$ cat src/rtl/branch_resolve_tracker.sv
// Tracks fetch-time branch predictions through ID/EX, resolves them in EX and trains the predictor.
// Optional statistics counters are compiled in with BP_STATS_EN.
module branch_resolve_tracker #(
  parameter int unsigned PC_W  = 32,
  parameter int unsigned CNT_W = 32
) (
  input  logic            clk,
  input  logic            reset,
  input  logic            if_valid,
  input  logic [PC_W-1:0] if_pc,
  input  logic            if_pred_taken,
  input  logic [PC_W-1:0] if_pred_target,
  input  logic            stall,
  input  logic            ex_is_branch,
  input  logic            ex_is_jump,
  input  logic            ex_cond,
  input  logic [PC_W-1:0] ex_target,
  output logic            flush,
  output logic [PC_W-1:0] redirect_pc,
  output logic            upd_valid,
  output logic            upd_taken,
  output logic [PC_W-1:0] upd_pc
`ifdef BP_STATS_EN
  ,
  output logic [CNT_W-1:0] mispredict_cnt,
  output logic [CNT_W-1:0] control_cnt
`endif
);

  logic            id_valid, id_pt;
  logic [PC_W-1:0] id_pc, id_ptgt;
  logic            ex_valid, ex_pt;
  logic [PC_W-1:0] ex_pc, ex_ptgt;

  logic ctrl, act, mis;

  always_comb begin
    ctrl        = ex_valid & (ex_is_branch | ex_is_jump);
    act         = ex_is_jump | (ex_is_branch & ex_cond);
    // Target only matters when both prediction and outcome say taken.
    mis         = ex_valid & ((ex_pt != act) | (act & (ex_ptgt != ex_target)));
    flush       = mis;
    redirect_pc = '0;
    if (mis) begin
      redirect_pc = act ? ex_target : ex_pc + PC_W'(4);
    end
  end

  always_ff @(posedge clk) begin
    if (reset) begin
      id_valid  <= 1'b0;
      id_pt     <= 1'b0;
      id_pc     <= '0;
      id_ptgt   <= '0;
      ex_valid  <= 1'b0;
      ex_pt     <= 1'b0;
      ex_pc     <= '0;
      ex_ptgt   <= '0;
      upd_valid <= 1'b0;
      upd_taken <= 1'b0;
      upd_pc    <= '0;
    end else begin
      upd_valid <= ctrl;
      upd_taken <= act & ctrl;
      upd_pc    <= ex_pc;
      if (mis) begin
        // IF instruction this cycle is wrong-path, so it is not captured.
        id_valid <= 1'b0;
        ex_valid <= 1'b0;
      end else if (stall) begin
        ex_valid <= 1'b0;
      end else begin
        ex_valid <= id_valid;
        ex_pt    <= id_pt;
        ex_pc    <= id_pc;
        ex_ptgt  <= id_ptgt;
        id_valid <= if_valid;
        id_pt    <= if_pred_taken;
        id_pc    <= if_pc;
        id_ptgt  <= if_pred_target;
      end
    end
  end

`ifdef BP_STATS_EN
  always_ff @(posedge clk) begin
    if (reset) begin
      mispredict_cnt <= '0;
      control_cnt    <= '0;
    end else begin
      if (mis && (mispredict_cnt != {CNT_W{1'b1}})) begin
        mispredict_cnt <= mispredict_cnt + 1'b1;
      end
      if (ctrl && (control_cnt != {CNT_W{1'b1}})) begin
        control_cnt <= control_cnt + 1'b1;
      end
    end
  end
`endif

endmodule

$ cat config.mk
export PLATFORM = sky130hd
export DESIGN_NAME = branch_resolve_tracker
export DESIGN_NICKNAME = d
export VERILOG_FILES = /design/src/rtl/branch_resolve_tracker.sv
export SDC_FILE = /design/constraint.sdc
export NUM_CORES = 1
export LEC_CHECK = 0
export CORE_MARGIN = 1.5
export CORE_UTILIZATION = 57
export DETAILED_ROUTE_END_ITERATION = 8
export DONT_BUFFER_PORTS = 1
export GPL_ROUTABILITY_DRIVEN = 0
export PLACE_DENSITY = 0.81
export REMOVE_ABC_BUFFERS = 1
export SETUP_SLACK_MARGIN = 0.05
export SLEW_MARGIN = 20
export SYNTH_ARGS = -nofsm -noshare
export SYNTH_HDL_FRONTEND = slang
export SYNTH_SLANG_ARGS = --single-unit
$ cat constraint.sdc
create_clock -name clk -period 2.6 [get_ports clk]
set_clock_uncertainty 0.05 [all_clocks]
set_input_delay 0.13 -clock clk [delete_from_list [all_inputs] [get_ports clk]]
set_output_delay 0.13 -clock clk [all_outputs]
set_load 0.01 [all_outputs]
# == After elaboration in Yosys (flattened, before gate mapping) ==
# Cells that the tools add are included.
# Widths: inputs -> output; s select.
# totals
reg_bits,166
input_bits,104
out_inout_bits,67
# classes
addsub,1
eq_ne,2
n_mux,2
bitwise_logic,10
n_reduce_logical,3
# ops
op,n
$mux 32,2
$add 32x3->32 const B,1
$ne 32x32->1,1
$and 1x1->1,5
$or 1x1->1,3
$reduce_or 3->1,1
$not 1->1,2
$reduce_and 2->1,1
$reduce_or 2->1,1
$ne 1x1->1,1

# == Longest topological paths before layout ==
# logic_depth
depth_word,7
ltp_mapped,9
ltp_nobuf,6

# == Worst setup path after synthesis ==
# Ideal clock, no wire load.
# synth_timing
path_type,register -> register
from,register ex_ptgt[21]
to,register id_pc[0]
setup_ps,72
arrival_time_ps,2340
path_slack_ps,138
stages_incl_launch_ff,10
n_path_buf,3
path_cell_list,dfxtp_1 -> xnor2_1 -> o221ai_1 -> or4_1 -> or4b_1 -> buf_2 -> a21oi_2 -> buf_4 -> buf_6 -> mux2i_1
# synth_via
elab_chain_cells,6
# synth_rtl
element,line_no,rtl
from (decl),33,"logic [PC_W-1:0] ex_pc, ex_ptgt;"
from (signal assigned),76,ex_ptgt <= id_ptgt;
$ne 32x32->1,41,mis = ex_valid & ((ex_pt != act) | (act & (ex_ptgt != ex_target)));
$and 1x1->1,41,
$or 1x1->1,41,
$and 1x1->1,41,
$not 1->1 (no line),-,
$reduce_and 2->1 (no line),-,
to (signal assigned),79,id_pc <= if_pc;
to (decl),31,"logic [PC_W-1:0] id_pc, id_ptgt;"
# Every way passes these cells.
# A chain may end at the register's enable or synchronous reset.

# == Worst setup path in the final report ==
# layout_timing
from,register ex_ptgt[4]
to,output redirect_pc[11]
# layout_via
elab_chain_cells,5
# layout_rtl
element,line_no,rtl
$ne 32x32->1,41,
$and 1x1->1,41,
$or 1x1->1,41,
$and 1x1->1,41,
$mux 32,44,if (mis) begin
to (decl),19,"output logic [PC_W-1:0] redirect_pc,"
# Every way passes these cells.

==> run metrics <==
post-layout util 0.769; Buffers on Ports 0; Leak around 4.2 nW; Startpoint Class register; switching power share of the total 0.237; die width 119 um; largest net degree at the start of global routing a little under 200; Final Power 5.93 mW; switching power of the nets between 1 and 1.5 mW; Slew Limit Fails 0; GRT overflow 0; Worst Setup Path Type reg2out; hold depth 3; drt drc 0; Layout Cell Area excl Fill about 10,000 sq um; # IOs approximately 170; post-synthesis sequential area ratio 0.434; CTS tree yes; vias in the first global route just over 6,000; drt pass-1 iters 5; diodes inserted 0; hold_ws about 0.091 ns; Vias/cell ~6; total CTS buffers 17; CTS clock-pin slew for the worst setup and hold paths 0.06 ns; #FFs+latches synth ~170; Clock Sinks 166; post-route ant nets 0; crit end category primary output; placed cell areas approximately 7900 sq um; Worst Path Arrival 2.77 ns; initial core utilization 0.580; Internal Power about 4.5 mW; crit-path cells nor2b_1, a2111oi_1, nand3_1, or4b_4, nand2_8, clkbuf_16, a211oi_2, buf_4; Fin. Hold Viols 0; CP required between 2 and 2.5 ns; final setup vio count roughly 170; RSZ-0062 raised after global routing true; Longest Clk Path Bufs 2; routed wire length per instance roughly 22 um; max_cap viols 0; Synth Flop Type dfxtp_1; DRT iter0 DRCs about 600; Clock power frac 0.416; Syn Area/Cell about 9.6 sq um; Synth Warn # 0; Max VDD drop roughly 0.44 mV; Clock Latency Late Sink between 0.4 and 0.5 ns; Std-Cell Rows 42; DIE HEIGHT 119 um; Cell Area, Synth 7650 sq um; Post-DP HPWL ~13,000 um; Slew @ Worst Pin about 0.64 ns; number of cells on the worst reg-to-reg path 10; Tmin final about 3.0 ns; cell count after synthesis 799; Max stage delay on crit path between 0.6 and 0.7 ns; non-filler cells, final about 1,100; EDFF count, synth 0; CP max stage cell or4b_4; worst min path class in2reg; Sequential Area between 3000 and 4000 sq um; Async SR Flop Fraction 0; setup slack, reg-to-reg -0.34 ns; area of the die 14,100 sq um; htree depth 4; core footprint roughly 13,000 sq um; Final TNS setup -41.41 ns; CTS root buffer clkbuf_16; Layout Nets approximately 1,000; violated checks setup timing; Achievable Freq between 0.3 and 0.4 GHz; GRT Overall Usage 0.298; antenna violations before repair 0; global-route wire length before repair around 33,000 um; Final WS setup -0.354 ns; combinational power share 0.124; crit-path max FO 6; status finished, violations left; area occupied by multi-input gates roughly 4200 sq um; Area Overhead vs Synth 32.6%; Vias between 6,000 and 7,000; fin crit share 1.14; slew margin rel. 0.577; Total Routed Length about 24,000 um; share of cells above drive strength 1 0.143; fill count 801; PD cells around 580 nW/um^2; synth unique cells 36; pre-CTS setup slack -0.106 ns; part of the power in registers 0.460; Inst Count DP between 900 and 1,000
-- synthesized netlist by cell type (7+ instances only) --
cell type,n,area share
inv_1,14,0.0069
buf_6,9,0.013
nor2b_1,32,0.026
and3_1,7,0.0057
nand2_1,16,0.0078
a21o_1,34,0.033
dfxtp_1,166,0.43
a211oi_1,59,0.058
clkbuf_1,46,0.023
nor2_1,39,0.019
mux2i_1,99,0.13
xor2_1,29,0.033
nand3_1,18,0.012
xnor2_1,22,0.025
nand2b_1,164,0.13
-- layer usage --
metal	GRT usage	vias to the layer above	wire length, um
li1	-	2895	-
met1	0.353	3063	9050
met2	0.504	357	11400
met3	0.0656	117	1840
met4	0.165	0	1470
met5	0	-	0
-- registers in the layout (all words and copies together), names as in the netlist --
register   count
ex_pc         32
ex_ptgt       32
id_pc         32
id_ptgt       32
upd_pc        32
ex_pt          1
ex_valid       1
id_pt          1
id_valid       1
upd_taken      1
upd_valid      1
-- path summary, 6_finish.rpt --
kind,from,end
hold reg to reg,id_valid,ex_valid
setup reg to reg,ex_ptgt[4],id_ptgt[26]
hold / removal,stall,ex_pc[19]
setup / recovery,ex_ptgt[4],redirect_pc[11]
-- final cells by class --
cell class / instances / share of cell area
Sequential cell: 166 / 0.328
Multi-Input combinational cell: 559 / 0.418
Clock buffer: 21 / 0.0464
Tap cell: 176 / 0.0217
Inverter: 14 / 0.00567
Timing Repair Buffer: 133 / 0.170
Clock inverter: 8 / 0.00999
-- critical path, delay by kind of cell (launching register included) --
family	cells	cell delay (ns)
flops	1	0.34
simple gates	4	1.10
buf+inv	2	0.36
compound gates	2	0.56
-- layout by cell type, fill, tap and decap left out, drive strengths merged, types with 22 or more instances in the layout --
master,n
nor2b,32
nor2,39
mux2i,99
buf,52
xor2,29
dlygate4sd3,72
a21o,35
clkbuf,30
a211oi,59
nand2b,164
dfxtp,166
xnor2,22
-- what timing repair did --
| item | in CTS | in global routing |
|---|---|---|
| cloned | 8 | 11 |
| resized for setup | 14 | 55 |
| buffers inserted | 7 | 9 |
| pin swaps | 3 | 12 |
| endpoints found under the hold margin | 166 | 0 |
| endpoints found under the setup margin | 163 | 163 |
| hold buffers | 74 | 0 |
-- power groups by stage --
stage	clock [mW]	combinational, mW	sequential, mW
global route	2.59	0.778	2.73
CTS	2.46	0.633	2.72
detailed placement	0	0.418	2.78
floorplan	0	0.334	2.76
finish	2.47	0.738	2.73
global placement	0	0.405	2.77
-- kinds of logic after synthesis --
group	Yosys count	share of synthesized area
AO/OA/AOI/OAI	109	0.105
XOR/XNOR	51	0.0584
flip-flops	166	0.434
multiplexers	99	0.129
buffers and inverters	75	0.0469
adder cells (fa/ha/maj)	1	0.00163
AND/OR/NAND/NOR	298	0.224
No activity file was read; power rests on OpenSTA's default activity.
